`src/rtl/uart_transmitter_pkg.sv`:
```
// ---------------------------------------------------------------------------
// uart_transmitter_pkg
// Shared definitions for the UART transmitter and its baud tick generator.
// This file has no ports. It provides:
//   tx_state_t          FSM state encoding (IDLE, START, DATA, PARITY, STOP)
//   parity_mode_t       parity flavour, with PARITY_MODE fixed to even
//   OVERSAMPLE_DEFAULT  number of baud ticks per serial bit
//   BAUD_RATE           rate table indexed by the 3-bit baud_select code
//   baud_divider()      rounded clock divider for one baud tick
//   parity_bit()        parity of a data byte for a given mode
// ---------------------------------------------------------------------------
package uart_transmitter_pkg;

   typedef enum logic [2:0] {
      ST_IDLE   = 3'd0,
      ST_START  = 3'd1,
      ST_DATA   = 3'd2,
      ST_PARITY = 3'd3,
      ST_STOP   = 3'd4
   } tx_state_t;

   typedef enum logic {
      PARITY_EVEN = 1'b0,
      PARITY_ODD  = 1'b1
   } parity_mode_t;

   localparam parity_mode_t PARITY_MODE = PARITY_EVEN;

   localparam int unsigned OVERSAMPLE_DEFAULT = 16;

   // Index 0 is code 3'b000 (300 baud), index 7 is code 3'b111 (115200 baud).
   localparam int unsigned BAUD_RATE [8] = '{300, 1200, 4800, 9600,
                                             19200, 38400, 57600, 115200};

   // Rounded to nearest: adding half the denominator before the integer divide.
   function automatic int unsigned baud_divider(int unsigned clk_hz,
                                                int unsigned oversample,
                                                logic [2:0]  sel);
      int unsigned ticks_per_sec;
      ticks_per_sec = oversample * BAUD_RATE[sel];
      return (clk_hz + ticks_per_sec / 2) / ticks_per_sec;
   endfunction

   // Even parity is the XOR of all data bits; odd parity inverts it.
   function automatic logic parity_bit(logic [7:0] data, parity_mode_t mode);
      return (^data) ^ (mode == PARITY_ODD);
   endfunction

endpackage

```
`src/rtl/uart_transmitter_baud.sv`:
```
// ---------------------------------------------------------------------------
// baud_controller
// Generates the oversampled baud tick for the UART transmitter.
// Ports:
//   clk            system clock, rising edge
//   reset          asynchronous, active-high reset
//   baud_select    3-bit rate code selecting the divider from the rate table
//   restart        pulls the divider back to zero so ticks align to a new frame
//   sample_ENABLE  one-cycle pulse per baud tick
// ---------------------------------------------------------------------------
module baud_controller
   import uart_transmitter_pkg::*;
#(
   parameter int unsigned CLK_HZ     = 50_000_000,
   parameter int unsigned OVERSAMPLE = OVERSAMPLE_DEFAULT
) (
   input  logic       clk,
   input  logic       reset,
   input  logic [2:0] baud_select,
   input  logic       restart,
   output logic       sample_ENABLE
);

   // The slowest rate gives the largest divider, which sizes the counter.
   localparam int unsigned MAX_DIV = baud_divider(CLK_HZ, OVERSAMPLE, 3'd0);
   localparam int DIV_W = (MAX_DIV > 1) ? $clog2(MAX_DIV) : 1;

   // Terminal counts are elaboration-time constants, so hardware is only a mux.
   localparam logic [DIV_W-1:0] TERMINAL [8] = '{
      DIV_W'(baud_divider(CLK_HZ, OVERSAMPLE, 3'd0) - 1),
      DIV_W'(baud_divider(CLK_HZ, OVERSAMPLE, 3'd1) - 1),
      DIV_W'(baud_divider(CLK_HZ, OVERSAMPLE, 3'd2) - 1),
      DIV_W'(baud_divider(CLK_HZ, OVERSAMPLE, 3'd3) - 1),
      DIV_W'(baud_divider(CLK_HZ, OVERSAMPLE, 3'd4) - 1),
      DIV_W'(baud_divider(CLK_HZ, OVERSAMPLE, 3'd5) - 1),
      DIV_W'(baud_divider(CLK_HZ, OVERSAMPLE, 3'd6) - 1),
      DIV_W'(baud_divider(CLK_HZ, OVERSAMPLE, 3'd7) - 1)
   };

   logic [DIV_W-1:0] count;
   logic             at_terminal;

   assign at_terminal = (count == TERMINAL[baud_select]);

   // Restart suppresses the tick so a new frame always starts a full tick period.
   assign sample_ENABLE = at_terminal && !restart;

   // Divider counter: counts 0..divider-1, then wraps and emits a tick.
   always_ff @(posedge clk or posedge reset) begin
      if (reset) begin
         count <= '0;
      end else if (restart || at_terminal) begin
         count <= '0;
      end else begin
         count <= count + 1'b1;
      end
   end

endmodule

```
`src/rtl/uart_transmitter.sv`:
```
// ---------------------------------------------------------------------------
// uart_transmitter
// 8E1 UART transmitter: start bit, 8 data bits LSB first, even parity, one
// stop bit. Each bit lasts OVERSAMPLE baud ticks from baud_controller.
// Ports:
//   clk          system clock, rising edge
//   reset        asynchronous, active-high reset (aborts any frame)
//   Tx_DATA      byte to send, captured when a write is accepted
//   Tx_WR        one-cycle write strobe requesting a frame
//   Tx_EN        transmitter enable; gates new accepts only
//   baud_select  rate code, captured when a write is accepted
//   TxD          registered serial line, idle high
//   Tx_BUSY      high while a frame is in progress
// ---------------------------------------------------------------------------
module uart_transmitter
   import uart_transmitter_pkg::*;
#(
   parameter int unsigned CLK_HZ     = 50_000_000,
   parameter int unsigned OVERSAMPLE = OVERSAMPLE_DEFAULT
) (
   input  logic       clk,
   input  logic       reset,
   input  logic [7:0] Tx_DATA,
   input  logic       Tx_WR,
   input  logic       Tx_EN,
   input  logic [2:0] baud_select,
   output logic       TxD,
   output logic       Tx_BUSY
);

   localparam int TICK_W = (OVERSAMPLE > 1) ? $clog2(OVERSAMPLE) : 1;
   localparam logic [TICK_W-1:0] LAST_TICK = TICK_W'(OVERSAMPLE - 1);

   tx_state_t         state;
   tx_state_t         next_state;
   logic [7:0]        data_reg;
   logic [2:0]        baud_reg;
   logic [TICK_W-1:0] tick_cnt;
   logic [2:0]        bit_idx;
   logic              sample_enable;
   logic              accept;
   logic              bit_done;
   logic              line_bit;

   // Only IDLE accepts, so writes during a frame (including its last cycle) drop.
   assign accept   = Tx_WR && Tx_EN && (state == ST_IDLE);
   assign bit_done = sample_enable && (tick_cnt == LAST_TICK);

   // The divider runs from the latched rate so mid-frame baud_select changes
   // cannot stretch or shrink the current frame.
   baud_controller #(
      .CLK_HZ     (CLK_HZ),
      .OVERSAMPLE (OVERSAMPLE)
   ) u_baud (
      .clk           (clk),
      .reset         (reset),
      .baud_select   (baud_reg),
      .restart       (accept),
      .sample_ENABLE (sample_enable)
   );

   // State register.
   always_ff @(posedge clk or posedge reset) begin
      if (reset) begin
         state <= ST_IDLE;
      end else begin
         state <= next_state;
      end
   end

   // Next-state logic: every non-idle state lasts one bit period, DATA lasts eight.
   always_comb begin
      next_state = state;
      unique case (state)
         ST_IDLE:   if (accept)                      next_state = ST_START;
         ST_START:  if (bit_done)                    next_state = ST_DATA;
         ST_DATA:   if (bit_done && bit_idx == 3'd7) next_state = ST_PARITY;
         ST_PARITY: if (bit_done)                    next_state = ST_STOP;
         ST_STOP:   if (bit_done)                    next_state = ST_IDLE;
         default:                                    next_state = ST_IDLE;
      endcase
   end

   // Frame datapath: capture on accept, then count ticks within a bit and bits
   // within DATA. bit_idx only advances in DATA, so its 7->0 wrap coincides
   // with the DATA->PARITY transition.
   always_ff @(posedge clk or posedge reset) begin
      if (reset) begin
         data_reg <= '0;
         baud_reg <= '0;
         tick_cnt <= '0;
         bit_idx  <= '0;
      end else if (accept) begin
         data_reg <= Tx_DATA;
         baud_reg <= baud_select;
         tick_cnt <= '0;
         bit_idx  <= '0;
      end else if (state != ST_IDLE && sample_enable) begin
         tick_cnt <= (tick_cnt == LAST_TICK) ? '0 : tick_cnt + 1'b1;
         if (bit_done && state == ST_DATA) begin
            bit_idx <= bit_idx + 3'd1;
         end
      end
   end

   // Bit value for the current state; registered below, hence one cycle late.
   always_comb begin
      line_bit = 1'b1;
      unique case (state)
         ST_IDLE:   line_bit = 1'b1;
         ST_START:  line_bit = 1'b0;
         ST_DATA:   line_bit = data_reg[bit_idx];
         ST_PARITY: line_bit = parity_bit(data_reg, PARITY_MODE);
         ST_STOP:   line_bit = 1'b1;
         default:   line_bit = 1'b1;
      endcase
   end

   // Output registers. Busy follows next_state so it rises right after the
   // accepting edge and drops on the edge that returns the FSM to IDLE.
   always_ff @(posedge clk or posedge reset) begin
      if (reset) begin
         TxD     <= 1'b1;
         Tx_BUSY <= 1'b0;
      end else begin
         TxD     <= line_bit;
         Tx_BUSY <= (next_state != ST_IDLE);
      end
   end

endmodule

```
`config.mk`:
```
export PLATFORM = sky130hd
export DESIGN_NAME = uart_transmitter
export DESIGN_NICKNAME = d
export VERILOG_FILES = /design/src/rtl/uart_transmitter_pkg.sv /design/src/rtl/uart_transmitter_baud.sv /design/src/rtl/uart_transmitter.sv
export SDC_FILE = /design/constraint.sdc
export NUM_CORES = 1
export LEC_CHECK = 0
export ABC_AREA = 1
export CORE_MARGIN = 2
export CORE_UTILIZATION = 53
export DETAILED_ROUTE_END_ITERATION = 10
export PLACE_DENSITY = 0.76
export SETUP_SLACK_MARGIN = 0.5
export SLEW_MARGIN = 10
export SYNTH_ARGS = -nofsm -noshare
export SYNTH_HDL_FRONTEND = slang
export SYNTH_SLANG_ARGS = --single-unit
```
`constraint.sdc`:
```
create_clock -name clk -period 2 [get_ports clk]
set_clock_uncertainty 0.2 [all_clocks]
set_input_delay 0.2 -clock clk [delete_from_list [all_inputs] [get_ports clk]]
set_output_delay 0.2 -clock clk [all_outputs]
set_load 0.05 [all_outputs]
```
### Word level (Yosys, flattened, before mapping)

Memories as Yosys holds them, arrays and structs flattened.
Index checks and enable logic that the tools add are counted.

| word-level totals | value |
|---|---|
| register bits after elaboration | 37 |
| latch bits | 0 |
| RAM bits | 0 |
| ROM bits | 112 |
| output and inout bits | 2 |
| memories kept | 1 |

Memories:

| memory | words | width | rd ports | clocked after memory_dff | wr ports | RTL line | RTL |
|---|---|---|---|---|---|---|---|
| (name not given) | 8 | 14 | 1 | 0 | 0 | uart_transmitter_baud.sv:43 | `assign at_terminal = (count == TERMINAL[baud_select]);` |

| operators by class | value |
|---|---|
| add/subtract/negate cells | 3 |
| multiply operators | 0 |
| divide/modulo/power cells | 0 |
| order comparisons | 2 |
| equality and inequality tests | 7 |
| shift-type cells | 0 |
| muxes and demuxes | 18 |
| bitwise logic cells | 1 |
| reductions and logical operators | 16 |

Operators with widths:

| kind | number |
|---|---|
| 14-bit two-way mux | 3 |
| 3-bit two-way mux | 8 |
| 3-bit one-hot mux with 5 select lines | 1 |
| 14-bit by 1-bit adder with 14-bit output (second input constant) | 1 |
| 14-bit equality test | 1 |
| 4-bit two-way mux | 3 |
| 8-bit XOR reduction | 1 |
| 1-bit logical AND | 7 |
| 3-bit by 2-bit equality test with 1-bit output (second input constant) | 2 |
| 3-bit equality test (second input constant) | 2 |
| 3-bit nonzero test | 2 |
| 4-bit by 1-bit adder with 4-bit output (second input constant) | 1 |
| 4-bit equality test (second input constant) | 1 |
| 4-bit greater-or-equal comparator (second input constant) | 1 |
| 3-bit by 4-bit less-than comparator with 1-bit output (second input constant) | 1 |
| 3-bit inverter with 4-bit output | 1 |
| 2-bit nonzero test | 2 |
| 3-bit by 1-bit adder with 3-bit output (second input constant) | 1 |
| 1-bit binary-select mux with 3-bit select | 1 |
| 3-bit by 1-bit equality test with 1-bit output (second input constant) | 1 |
| 3-bit zero test | 1 |
| 1-bit one-hot mux with 3 select lines | 1 |
| 2-bit AND reduction | 1 |
| 1-bit zero test | 1 |
| 2 further kinds | 2 |

### Longest topological paths before layout

Gate-level depths: netlist of the first run.

| logic depth | value |
|---|---|
| depth after elaboration | 11 |
| depth in mapped cells | 17 |
| depth with buffers taken out | 17 |

### By module

A second synthesis of the first run with hierarchy kept.

| unflattened totals | value |
|---|---|
| cells, all modules | 331 |
| area, all modules | 2488.6 um2 |

By module, submodules not included:

| module | times used | cells an instance | area an instance (um2) | sequential area each (um2) |
|---|---|---|---|---|
| uart_transmitter | 1 | 169 | 1326.3 | 576.8 |
| baud_controller | 1 | 162 | 1162.4 | 350.3 |

### Least setup slack after synthesis of the first run

OpenSTA, ideal clock, no wires.

| path | value |
|---|---|
| path type | register -> register |
| start point | register baud_reg[0] |
| end point | register bit_idx[0] |
| library setup time | 0.115 ns |
| arrival | 1.847 ns |
| data required time | 1.685 ns |
| path slack | -0.161 ns |
| stages on the path, launching flop included | 17 |
| period minus slack after synthesis | 2.161 ns |
| cells stage by stage | dfrtp_1 > inv_1 > ha_1 > nand2_1 > nand2_1 > nand2_1 > nand2_1 > inv_1 > nand3_1 > nor2_4 > nand3_2 > inv_2 > nand2_2 > clkinv_2 > nand2_1 > nand3_1 > inv_1 |

| between the ends | value |
|---|---|
| word-level cells in the longest chain between the ends | 10 |
| elaborated cells between the ends (all ways) | 12 |
| those cells by class | eq/ne: 1; mux: 2; bitwise: 1; reduce/logical: 7; memory: 1 |

RTL lines:

| element | RTL line | RTL |
|---|---|---|
| start, declared | uart_transmitter.sv:37 | `logic [2:0] baud_reg;` |
| start signal, assigned | uart_transmitter.sv:95 | `baud_reg <= baud_select;` |
| 3-bit inverter with 4-bit output (implied by the code) * | uart_transmitter_baud.sv:43 |  |
| memory 8 x 14 bit * | n/a |  |
| 14-bit two-way mux (implied by the code) * (2 in a row) | uart_transmitter_baud.sv:43 |  |
| 14-bit equality test * | uart_transmitter_baud.sv:43 |  |
| 1-bit logical AND * | uart_transmitter_baud.sv:46 | `assign sample_ENABLE = at_terminal && !restart;` |
| 1-bit logical AND | uart_transmitter.sv:47 | `assign bit_done = sample_enable && (tick_cnt == LAST_TICK);` |
| 1-bit logical AND | uart_transmitter.sv:100 | `if (bit_done && state == ST_DATA) begin` |
| 2-bit nonzero test (no source line) | n/a |  |
| 2-bit AND reduction (no source line) * | n/a |  |
| end signal, assigned | uart_transmitter.sv:101 | `bit_idx <= bit_idx + 3'd1;` |
| end, declared | uart_transmitter.sv:39 | `logic [2:0] bit_idx;` |

Every way passes the cells marked *; elsewhere a longest branch is shown, timed or not. The select of a mux whose other input is x is not followed.
A chain may end at the register's enable or synchronous reset.

### Final worst setup path of the first run

| path | value |
|---|---|
| start point | register baud_reg[0] |
| end point | register tick_cnt[0] |

| between the ends | value |
|---|---|
| word-level cells in the longest chain between the ends | 8 |

RTL lines:

| element | RTL line | RTL |
|---|---|---|
| 3-bit inverter with 4-bit output (implied by the code) | uart_transmitter_baud.sv:43 |  |
| memory 8 x 14 bit | n/a |  |
| 14-bit two-way mux (implied by the code) (2 in a row) | uart_transmitter_baud.sv:43 |  |
| 14-bit equality test | uart_transmitter_baud.sv:43 |  |
| 1-bit logical AND | uart_transmitter_baud.sv:46 |  |
| 1-bit logical AND | uart_transmitter.sv:98 | `end else if (state != ST_IDLE && sample_enable) begin` |
| 2-bit nonzero test (no source line) | n/a |  |
| end signal, assigned | uart_transmitter.sv:99 | `tick_cnt <= (tick_cnt == LAST_TICK) ? '0 : tick_cnt + 1'b1;` |
| end, declared | uart_transmitter.sv:38 | `logic [TICK_W-1:0] tick_cnt;` |

No other way between the ends. The select of a mux whose other input is x is not followed.

==> results.json, run 1 <==
{
  "status": "complete, but fails checks",
  "violations": "setup timing",
  "power_mw": 3.810,
  "cp_common_cell": "nand2_1",
  "yosysTopAreaCellShare_pct": 37.36,
  "vias": 2272,
  "synth_seq_cells": 37,
  "cp-start-kind": "flip-flop",
  "die_height_microns": 71.45,
  "drt-initial-drc-count": 230,
  "cts.sinks": 37,
  "cp.required_ns": 2.02,
  "io_pins": 17,
  "hold_viol": 0,
  "fin_nets": 400,
  "grt_pass1_vias": 2142,
  "drv_cap": 0,
  "relSlewSlack_pct": 69.09,
  "rr_startpoint": "baud_reg[0]",
  "finalHoldWorstSlack_ns": 0.1143,
  "dp_slack_ns": -0.1817,
  "drc_errors": 0,
  "fp.dieW_microns": 71.45,
  "grt.overflow.total": 0,
  "clock_latency_ns": 0.29,
  "syn_area_sq_um": 2411,
  "synthFlopType": "dfrtp_1",
  "setup_viol": 25,
  "crit_path_end_kind": "flip-flop",
  "cts_made_buffers": 5,
  "antenna_cells": 0,
  "clkTransAtPathRegs_ns": 0.08,
  "n_fill_cell": 329,
  "vdd_drop_max_mv": 0.7257,
  "grt_start_max_net_pins": 38,
  "yosys_warnings": 0,
  "synthArstFlopShare_pct": 100.0,
  "rsz0062_at_grt": "yes",
  "rows": 24,
  "synth_seq_area_share_pct": 38.45,
  "worst_pin_slew_ns": 0.4636,
  "period_needed_ns": 2.154,
  "arrival_ns": 2.17,
  "finalWirelength_microns": 5658,
  "dr.pass1.iters": 4,
  "holdBufCountCts": 0,
  "cts_tree": "yes",
  "yosys-top-cells-count": "nand2_1, inv_1, dfrtp_1",
  "layout.cells.non_filler": 429,
  "finalInstanceArea_sq_um": 3149,
  "place_area_sq_um": 2813,
  "grtUsageTotal_pct": 23.31,
  "critical_path_class": "flip-flop to flip-flop",
  "core_area_sq_um": 4354,
  "routabilityCongestion": 0.8431,
  "design.die.area_sq_um": 5104,
  "critical_path.cell_chain": "inv_4 > ha_4 > inv_1 > nand2_1 > nand3_1 > nand2_1 > nor2_1 > nand2_1 > nor2_4 > nand2_2 > o21ai_4 > nand4_1 > o21ai_1",
  "ant_nets": 0,
  "yosys.area.top_type": "dfrtp_1",
  "grt_pass1_wl_microns": 9390,
  "synth_area_per_cell_sq_um": 7.284,
  "synth.most_common_cell": "nand2_1",
  "dp_hpwl_microns": 3876,
  "max_freq_mhz": 464.2,
  "reg2regPathDepth": 13,
  "placement.io_buffers": 16,
  "cts.htree.levels": 2,
  "p_per_area_nw_per_um2": 1210,
  "tns_ns": -2.795,
  "synth-edff-count": 0,
  "post-route-util_pct": 72.33,
  "cts_root_buffer": "clkbuf_8",
  "cts.path.max_buffers": 2,
  "period_share_pct": 107.7,
  "antenna_found_initial": 0,
  "ys_types": 35,
  "largest_reg_flops": 14,
  "ff2ff_setup_slack_ns": -0.15,
  "area_growth_pct": 30.62,
  "timing.final.ws_setup_ns": -0.1541,
  "drive_above_1_share_pct": 28.12,
  "leakage_nw": 1.579,
  "drv_slew": 0,
  "cpPeakStageDelay_ns": 0.42,
  "syn_nets": 355,
  "routedWlPerCell_microns": 13.19,
  "cp_max_fo": 6,
  "slowest_stage": "dfrtp_1",
  "vias_per_cell": 5.296,
  "dp_cells": 414,
  "syn_inst": 331,
  "start_util_pct": 55.37,
  "reg2reg_to": "tick_cnt[0]",
  "min_path_type": "primary input to asynchronous set/reset pin",
  "synth_area_leaders": "dfrtp_1, nand2_1, inv_1"
}
## per-layer routing
metal | vias to the layer above | GRT usage (%) | share of wire (%)
met3 | 12 | 4.219 | 5.1
met4 | 0 | 8.176 | 1.8
met5 | - | 0 | 0
li1 | 1136 | - | -
met2 | 64 | 37.45 | 49
met1 | 1060 | 31.76 | 44
## logic make-up after synthesis
group                      after synthesis  share of synthesized area, %
xor gates and xnor gates                12                         4.359
buffers and inverters                   56                         9.289
DFF                                     37                         38.45
and+or+nand+nor                        189                         36.22
AOI/OAI and AO/OA                       28                         7.006
adders and majority gates                9                         4.671
## layout make-up
type                            instances  area [sq um]  area share (%)
Multi-Input combinational cell        238          1426           45.29
Clock buffer                            7         96.34           3.059
Timing Repair Buffer                   43         419.2           13.31
Sequential cell                        37         929.6           29.52
Tap cell                               52         65.06           2.066
Clock inverter                          1         8.758          0.2781
Inverter                               51         203.9           6.476
## worst max-delay path by stage
stage                            from     endpoint  slack (ns)  cells after the start
after floorplan           baud_reg[0]   bit_idx[0]       -0.01                     17
after global placement    baud_reg[0]   bit_idx[0]       -0.09                     16
after detailed placement  baud_reg[0]   bit_idx[0]       -0.18                     17
after CTS                 baud_reg[0]   bit_idx[0]       -0.13                     17
after global routing      baud_reg[0]  tick_cnt[0]       -0.29                     14
final                     baud_reg[0]  tick_cnt[0]       -0.15                     13
## repair_timing
item | in CTS | in global routing
gates resized for setup | 25 | 27
setup buffers | 3 | 3
endpoints found under the hold margin | 0 | 0
endpoints found under the setup margin | 38 | 37
cloned | 0 | 1
pin swaps | 8 | 17
## cell usage in the layout, fill, tap and decap left out, types with 7 or more instances in the layout
master and n:
nand2_1 86, buf_4 23, dfrtp_1 34, inv_1 37
nor2_2 7, nand3_2 8, nand2_2 14, xor2_1 7
nand3_1 20, clkdlybuf4s50_1 14, nand2_4 7, inv_2 9
nor2_1 27, o21ai_0 8, clkbuf_8 7, nand4_1 7
## where the power goes
part	internal, mW	switching (mW)
clock	0.318	0.283
combinational	0.879	1.20
sequential	0.942	0.191
## critical path: cells and delay by family, from the launching register on
kind                       cells  cell delay [ns]
and+or+nand+nor                8             0.85
buffers and inverters          2             0.17
AOI/OAI and AO/OA              2             0.27
adders and majority gates      1             0.17
DFF                            1             0.42
Note: power is estimated with default switching activity, not from simulation.
==> run 2: changes to the inputs <==
- PLACE_DENSITY: 0.76 -> 0.78
==> run 2 against run 1 <==
The run still ends with setup timing left. Cell area is 9.1% higher. Die area stayed put. Critical path type unchanged. Flip-flop and latch count stayed put. Wire length increased by 23%. Total power increased by 9.5%. Count of clock-buffer cells in the layout unchanged.
==> results.json, run 2 (synthesized netlist as in run 1, its figures left out) <==
{
  "top_usage_layer": "met2",
  "cts.sinks": 37,
  "vias": 2412,
  "timing.final.ws_setup_ns": -0.2702,
  "met2_usage_pct": 40.02,
  "drc_errors": 0,
  "antenna_cells": 0,
  "arrival_ns": 2.26,
  "hold_viol": 0,
  "use_met3_pct": 3.797,
  "finalHoldWorstSlack_ns": 0.1014,
  "mostFrequentLayoutCells": "nand2_1, dfrtp_1, inv_1",
  "cp-start-kind": "flip-flop",
  "grt_start_max_net_pins": 38,
  "clkTransAtPathRegs_ns": 0.08,
  "ff2ff_setup_slack_ns": -0.27,
  "drv_slew": 0,
  "grt_pass1_wl_microns": 9425,
  "cp.buffers_inverters": 3,
  "dp_hpwl_microns": 3882,
  "reg2reg_to": "tick_cnt[0]",
  "vdd_drop_max_mv": 0.7131,
  "relSlewSlack_pct": 68.25,
  "largest_reg_flops": 14,
  "dr.pass1.iters": 4,
  "cts_root_buffer": "clkbuf_8",
  "cts.htree.levels": 2,
  "n_fill_cell": 256,
  "violations": "setup timing",
  "die_height_microns": 71.45,
  "slowest_stage": "dfrtp_2",
  "reg2regPathDepth": 14,
  "holdBufCountCts": 0,
  "cts_tree": "yes",
  "io_pins": 17,
  "crit_path_end_kind": "flip-flop",
  "cp_max_fo": 5,
  "worst_pin_slew_ns": 0.4763,
  "cp_common_cell": "nand2_1",
  "cts_made_buffers": 5,
  "period_share_pct": 113.5,
  "area_growth_pct": 42.55,
  "antenna_found_initial": 0,
  "rows": 24,
  "fin_nets": 411,
  "critical_path_class": "flip-flop to flip-flop",
  "ant_nets": 0,
  "drv_cap": 0,
  "grtUsageTotal_pct": 23.48,
  "cpPeakStageDelay_ns": 0.43,
  "drt-initial-drc-count": 171,
  "clock_latency_ns": 0.30,
  "status": "complete, but fails checks",
  "tns_ns": -4.484,
  "grt_pass1_vias": 2121,
  "rr_startpoint": "baud_reg[0]",
  "cp.required_ns": 1.99,
  "finalWirelength_microns": 6946,
  "routabilityCongestion": 0.8758,
  "core_area_sq_um": 4354,
  "fp.dieW_microns": 71.45,
  "grt.overflow.total": 0,
  "critical_path.cell_chain": "clkinv_4 > ha_4 > inv_2 > nand2_1 > nand2_1 > nand2_1 > nand2_1 > nor2_1 > nand2_1 > nor2_4 > nand2_2 > o21ai_4 > buf_4 > o21ai_1",
  "cts.path.max_buffers": 2,
  "leakage_nw": 1.717,
  "dp_slack_ns": -0.1928,
  "min_path_type": "primary input to asynchronous set/reset pin",
  "routedWlPerCell_microns": 15.79,
  "rsz0062_at_grt": "yes",
  "cpLargestDelayFamily": "simple AND/OR/NAND/NOR gates",
  "mostFrequentLayoutCell": "nand2_1",
  "dp_cells": 413,
  "design.die.area_sq_um": 5104,
  "period_needed_ns": 2.270,
  "p_per_area_nw_per_um2": 1213,
  "layout.cells.non_filler": 440,
  "start_util_pct": 55.37,
  "grt_use_met1_pct": 30.92,
  "max_freq_mhz": 440.5,
  "vias_per_cell": 5.482,
  "drive_above_1_share_pct": 38.66,
  "placement.io_buffers": 16,
  "setup_viol": 25
}
run 2: changes by cell type in the layout (fill, tap and decap cells not counted), sizes merged:
cell	delta
buf	+10
inv	-2
clkinvlp	+1
clkbuf	+1
bufinv	+1
run 2: timing repair:
action                     CTS  global route
setup buffers                6            10
gates cloned                 0             3
pin swaps                   15            17
setup endpoints to repair   38            37
gates resized for setup     35            73
run 2: worst max-delay path by stage:
stage	start	end	slack, ns	depth (start not counted)
final	baud_reg[0]	tick_cnt[0]	-0.27	14
after global routing	baud_reg[0]	tick_cnt[0]	-0.40	14
after CTS	baud_reg[1]	bit_idx[0]	-0.15	17
after detailed placement	baud_reg[0]	bit_idx[0]	-0.19	17
after global placement	baud_reg[0]	bit_idx[0]	-0.09	16
after floorplan	baud_reg[0]	bit_idx[0]	-0.01	17
run 2: worst min-delay path: stages:
cell	delay, ns
clkdlybuf4s50_1	0.39
inv_1	0.05
buf_4	0.40
run 2: per-stage QoR:
stage	cell area [sq um]	total power [mW]	util, %
6_report	3437	4.171	78.94
3_3_place_gp	2805	2.954	64.43
2_1_floorplan	2456	2.536	-
5_1_grt	3437	4.444	78.94
3_5_place_dp	2805	3.018	64.43
4_1_cts	3070	3.841	70.52
run 2: layout make-up:
class                   instances  area (sq um)  area share, %
flip-flops and latches         37         930.9          27.08
repair buffers                 54         540.5          15.73
clock buffers                   7         86.33          2.512
well taps                      52         65.06          1.893
inverters                      51         212.7          6.189
multi-input cells             238          1572          45.72
clock inverters                 1         30.03         0.8737
run 2: layer usage:
| metal | share of wire (%) | routed length, microns |
|---|---|---|
| met2 | 51 | 3576 |
| met4 | 2.8 | 196 |
| met1 | 40 | 2785 |
| met5 | 0 | 0 |
| met3 | 5.6 | 389 |
run 2: report_power, final:
group | switching (mW) | internal (mW) | total (mW)
registers | 0.211 | 0.944 | 1.15
clock network | 0.289 | 0.407 | 0.696
logic | 1.33 | 0.986 | 2.32
